`src/rtl/reduz_media.sv`:
```
// reduz_media: averages each fator x fator tile of the source ROM image
// into one framebuffer pixel (fator 1/2/4), row-major output order.
// Ports: clk, reset (async, active-low), start, fator[2:0] latched at start;
// rom_addr/rom_data source port (2-edge read latency);
// ram_wraddr/ram_data/ram_wren destination port; busy, done, erro status.
module reduz_media #(
  parameter int LARGURA = 160,
  parameter int ALTURA  = 120
) (
  input  logic        clk,
  input  logic        reset,
  input  logic        start,
  input  logic [2:0]  fator,
  output logic [18:0] rom_addr,
  input  logic [7:0]  rom_data,
  output logic [18:0] ram_wraddr,
  output logic [7:0]  ram_data,
  output logic        ram_wren,
  output logic        busy,
  output logic        done,
  output logic        erro
);

  typedef enum logic [1:0] {
    IDLE, LER, ESCR, DONE
  } est_t;

  localparam logic [18:0] W = 19'(LARGURA);
  localparam logic [18:0] PM1_1 =
    19'(LARGURA * ALTURA - 1);
  localparam logic [18:0] PM1_2 =
    19'((LARGURA >> 1) * (ALTURA >> 1) - 1);
  localparam logic [18:0] PM1_4 =
    19'((LARGURA >> 2) * (ALTURA >> 2) - 1);
  localparam logic [18:0] OWM1_1 = 19'(LARGURA - 1);
  localparam logic [18:0] OWM1_2 = 19'((LARGURA >> 1) - 1);
  localparam logic [18:0] OWM1_4 = 19'((LARGURA >> 2) - 1);

  est_t        est;
  logic [1:0]  k_q;
  logic [4:0]  ph;
  logic [1:0]  dj;
  logic [18:0] ptr;
  logic [18:0] tbase;
  logic [18:0] ox;
  logic [18:0] oidx;
  logic [11:0] acc;

  logic        legal;
  logic [1:0]  kf;
  logic [18:0] fs;
  logic [18:0] f19;
  logic [1:0]  fm1;
  logic [4:0]  n_s;
  logic [18:0] ow_m1;
  logic [18:0] p_m1;
  logic [18:0] nb;
  logic [11:0] sum;
  logic [7:0]  avg;

  // Next issue address inside a tile: step right, or wrap to the
  // first column of the next tile row.
  function automatic logic [18:0] step(
    input logic [18:0] a,
    input logic        last,
    input logic [18:0] f
  );
    if (last) step = a + W + 19'd1 - f;
    else      step = a + 19'd1;
  endfunction

  always_comb begin
    legal = 1'b0;
    kf    = 2'd0;
    unique case (1'b1)
      (fator == 3'd1): begin legal = 1'b1; kf = 2'd0; end
      (fator == 3'd2): begin legal = 1'b1; kf = 2'd1; end
      (fator == 3'd4): begin legal = 1'b1; kf = 2'd2; end
      default:         legal = 1'b0;
    endcase
  end

  always_comb begin
    n_s   = 5'd1;
    ow_m1 = OWM1_1;
    p_m1  = PM1_1;
    avg   = sum[7:0];
    unique case (k_q)
      2'd1: begin
        n_s = 5'd4; ow_m1 = OWM1_2;
        p_m1 = PM1_2; avg = sum[9:2];
      end
      2'd2: begin
        n_s = 5'd16; ow_m1 = OWM1_4;
        p_m1 = PM1_4; avg = sum[11:4];
      end
      default: begin
        n_s = 5'd1; ow_m1 = OWM1_1;
        p_m1 = PM1_1; avg = sum[7:0];
      end
    endcase
  end

  assign fs  = 19'd1 << kf;
  assign f19 = 19'd1 << k_q;
  assign fm1 = 2'(f19 - 19'd1);
  assign sum = acc + {4'd0, rom_data};

  // Tile after the last one of a row starts fator rows further down.
  assign nb = (ox == ow_m1)
            ? tbase + (W << k_q) - W + f19
            : tbase + f19;

  always_ff @(posedge clk or negedge reset) begin
    if (!reset) begin
      est        <= IDLE;
      k_q        <= 2'd0;
      ph         <= 5'd0;
      dj         <= 2'd0;
      ptr        <= 19'd0;
      tbase      <= 19'd0;
      ox         <= 19'd0;
      oidx       <= 19'd0;
      acc        <= 12'd0;
      rom_addr   <= 19'd0;
      ram_wraddr <= 19'd0;
      ram_data   <= 8'd0;
      ram_wren   <= 1'b0;
      busy       <= 1'b0;
      done       <= 1'b0;
      erro       <= 1'b0;
    end else begin
      ram_wren <= 1'b0;
      unique case (est)
        IDLE, DONE: begin
          if (start && legal) begin
            k_q      <= kf;
            busy     <= 1'b1;
            done     <= 1'b0;
            erro     <= 1'b0;
            acc      <= 12'd0;
            tbase    <= 19'd0;
            ox       <= 19'd0;
            oidx     <= 19'd0;
            rom_addr <= 19'd0;
            ptr      <= step(19'd0, kf == 2'd0, fs);
            dj       <= (kf == 2'd0) ? 2'd0 : 2'd1;
            ph       <= 5'd1;
            est      <= LER;
          end else if (start) begin
            done <= 1'b1;
            erro <= 1'b1;
            est  <= DONE;
          end
        end
        LER: begin
          if (ph < n_s) begin
            rom_addr <= ptr;
            ptr      <= step(ptr, dj == fm1, f19);
            dj       <= (dj == fm1) ? 2'd0 : dj + 2'd1;
          end
          if (ph >= 5'd2 && ph <= n_s)
            acc <= sum;
          if (ph == n_s + 5'd1) begin
            ram_data   <= avg;
            ram_wraddr <= oidx;
            ram_wren   <= 1'b1;
            acc        <= 12'd0;
            est        <= ESCR;
          end else begin
            ph <= ph + 5'd1;
          end
        end
        ESCR: begin
          if (oidx == p_m1) begin
            busy <= 1'b0;
            done <= 1'b1;
            est  <= DONE;
          end else begin
            oidx     <= oidx + 19'd1;
            ox       <= (ox == ow_m1) ? 19'd0 : ox + 19'd1;
            tbase    <= nb;
            rom_addr <= nb;
            ptr      <= step(nb, k_q == 2'd0, f19);
            dj       <= (k_q == 2'd0) ? 2'd0 : 2'd1;
            ph       <= 5'd1;
            est      <= LER;
          end
        end
        default: est <= IDLE;
      endcase
    end
  end

endmodule
```
`config.mk`:
```
export PLATFORM = sky130hd
export DESIGN_NAME = reduz_media
export DESIGN_NICKNAME = d
export VERILOG_FILES = /design/src/rtl/reduz_media.sv
export SDC_FILE = /design/constraint.sdc
export NUM_CORES = 1
export LEC_CHECK = 0
export ABC_AREA = 0
export BUFFER_PORTS_ARGS = -buffer_cell sky130_fd_sc_hd__buf_2
export CAP_MARGIN = 10
export CORE_UTILIZATION = 65
export DETAILED_ROUTE_END_ITERATION = 6
export PLACE_DENSITY = 0.86
export SLEW_MARGIN = 20
export SYNTH_ARGS = -nofsm -noshare
export SYNTH_HDL_FRONTEND = slang
export SYNTH_SLANG_ARGS = --single-unit
```
`constraint.sdc`:
```
create_clock -name clk -period 10.7 [get_ports clk]
set_clock_uncertainty 0.15 [all_clocks]
set_input_delay 1.605 -clock clk [delete_from_list [all_inputs] [get_ports clk]]
set_output_delay 1.605 -clock clk [all_outputs]
set_load 0.01 [all_outputs]
```
==> results.cfg <==
[status]
status = finished with violations
violations = design-rule violations

[cells_and_area]
final_common_cell = nand2_1
utilization_pct = 72.55
final_layout_size_suffix_gt1_share_pct = 8.227
nNetsFinal = 1634
area_delta_synth_final_pct = 9.114
diodes = 0
layout_common_cells = 211 x nand2_1, 149 x dfrtp_1, 137 x o21ai_0, 129 x ha_1, 110 x nor2_1

[synthesis]
synth.area.top_cells = dfrtp_1 31%, ha_1 14%, nand2_1 6.6%
synthesis.area_um2 = 11940
synth_top_area_share_pct = 31.22
synth-seq-area-share_pct = 31.22
postSynthCellCount = 1446
ys.flop_type = dfrtp_1
yosysUniqueCellTypes = 72
syn_nets = 1598
ys_warn_count = 0
postSynthAreaPerCell_um2 = 8.260
asyncSetResetFlopFracSynth_pct = 100.0
synth_seq_cells = 149
yosys.area.top_type = dfrtp_1
synth_edf_count = 0

[drt]
drtAntennaViolNets = 0
drtIter0Drc = 869
drt_drc_violations_left = 11
vias_per_cell = 6.443
wl_mm = 31.28
wire_per_inst_um = 18.14
drt-pass1-iter-count = 7
vias = 11110

[sta]
rsz0062_at_grt = false
max_freq_mhz = 153.0
timing.final.ws_setup_ns = 4.165
finalSetupTns_ns = 0
min_period_ns = 6.535
slew_viol_final = 0
tightest_slew_ns = 0.9036
fin_crit_sh_pct = 61.07
maxSlewHeadroom_pct = 39.43
finalHoldViolCount = 0
setup_violations = 0

[die]
core_area_um2 = 17960
io_pins = 64
die_w_um = 137.6
chipHeight_um = 137.6
rows = 49
initial_core_util_pct = 66.49
dieArea_um2 = 18920

[place]
port_buffers = 63
hpwlAfterDp_mm = 21.98
place_congestion = 0.9641
place_ws_ns = 4.175

[cts]
cts_setup_buffers = 0
cts_buffer_depth = 2
clkTransAtPathRegs_ns = 0.08
cts_root_buf = clkbuf_16
cts_made_buffers = 17
cts_hold_buf = 0
cts_sinks = 149
cts_tree = done
insertion_delay_ns = 0.44
cts_resized = 0
htree_levels = 4

[global_routing]
grt_max_degree = 79
globalRouteOverflowTotal = 0
grt_antenna_before_repair = 0
track_usage_pct = 34.08
grt_pass1_wl_mm = 50.54
grt_pass1_vias = 10270

[setup_path]
rr_endpoint = ptr[18]
arrival_ns = 6.69
ff2ff_setup_slack_ns = 4.17
startpoint = k_q[0]
crit_type = flop to flop
crit_path_start_kind = flop
rr_worst_depth = 20
cp-end-kind = flop
required_ns = 10.85
crit_end = ptr[18]
crit_fanout = 15
regToRegStartpoint = k_q[0]

[power]
leakagePower_uw = 0.006223
vdd_drop_max_mv = 0.2110
powerDensity_nw_per_um2 = 266.3

[worst_hold_path]
hold_path_class = flop to flop
holdPathStages = 2

[flow_run]
maxCapViolCount = 0
-- how the worst min path moves through the flow --
stage                          end           start
CTS                  ram_wraddr[9]   ram_wraddr[9]
detailed placement   ram_wraddr[9]   ram_wraddr[9]
finish              ram_wraddr[16]  ram_wraddr[16]
global placement     ram_wraddr[5]   ram_wraddr[5]
global route         ram_wraddr[6]   ram_wraddr[6]
floorplan                   acc[0]          acc[0]
-- cell usage after synthesis, drive strengths merged (3+ instances only) --
cell / n
a211oi: 11
a21o: 21
a21oi: 81
a221o: 3
a221oi: 8
a22o: 9
a22oi: 26
a31oi: 14
and2: 4
and3: 28
buf: 12
clkbuf: 46
dfrtp: 149
fa: 8
ha: 130
inv: 76
nand2: 211
nand2b: 8
nand3: 46
nand3b: 3
nand4: 19
nor2: 110
nor2b: 7
nor3: 29
nor4: 11
nor4b: 4
o211ai: 18
o21a: 10
o21ai: 142
o21bai: 9
o22ai: 8
o31a: 4
o31ai: 20
o41ai: 4
or3: 8
or4: 3
xnor2: 66
xor2: 50
-- flip-flops by register name (all words and copies together) (netlist names), 2 cells and up --
register	flops
est	2
acc	12
ptr	19
rom_addr	19
ram_wraddr	19
oidx	19
tbase	19
ph	5
ram_data	8
dj	2
k_q	2
ox	19
-- where the power goes --
| group | total, uW | internal [uW] | switching [uW] |
|---|---|---|---|
| combinational | 2040 | 727 | 1320 |
| clock | 612 | 316 | 296 |
| sequential | 814 | 682 | 131 |
| total | 3470 | 1730 | 1740 |
-- critical path: stages, from the launching register on --
cell	delay (ns)
dfrtp_1	0.48
inv_1	0.18
ha_1	0.56
fa_1	0.52
ha_1	0.25
fa_1	0.44
a211oi_1	0.35
o21a_1	0.20
o21bai_1	0.13
a221o_1	0.36
a21o_1	0.19
a21oi_1	0.16
xor2_1	0.08
o21ai_0	0.60
inv_1	0.14
ha_1	0.28
or4_1	0.52
o211a_1	0.25
a311oi_1	0.30
xnor2_1	0.15
o211ai_1	0.09
-- through the flow --
step | cell area [um^2] | total power (uW) | hold slack [ns] | cells
after CTS | 13020 | 3427 | 0.3260 | 1724
after global placement | 12420 | 2739 | 0.3030 | 1692
final | 13030 | 3470 | 0.3196 | 1724
after detailed placement | 12420 | 2802 | 0.3072 | 1692
after global routing | 13030 | 3717 | 0.3499 | 1724
after floorplan | 11940 | 2292 | 0.3038 | 1446
-- cell families (layout without fill, tap and decap cells) --
kind of cell    count (synthesis)  in the layout  share of synthesized area, %
xor+xnor                      116            116                         8.569
flops                         149            149                         31.22
simple gates                  501            501                         19.24
mux                             2              2                        0.2095
buf+inv                       134            183                         4.295
fa+ha+maj                     138            138                         14.96
compound gates                406            406                         21.51
-- layout make-up --
type                       instances  area, um^2
timing repair buffer              75       415.4
fill                            1334        4931
clock inverter                    15       178.9
tap                              229       286.5
clock buffer                      17       425.4
sequential                       149        3729
multi-input combinational       1163        7712
inverter                          76       285.3
-- routing by layer --
| layer | up-vias | wire, um | track usage (%) |
|---|---|---|---|
| li1 | 5207 | - | - |
| met5 | - | 0 | 0 |
| met3 | 91 | 2073 | 5.114 |
| met4 | 0 | 1136 | 16.73 |
| met1 | 5311 | 13200 | 42.63 |
| met2 | 498 | 14870 | 57.26 |
Power figures use the tool's default switching activity.
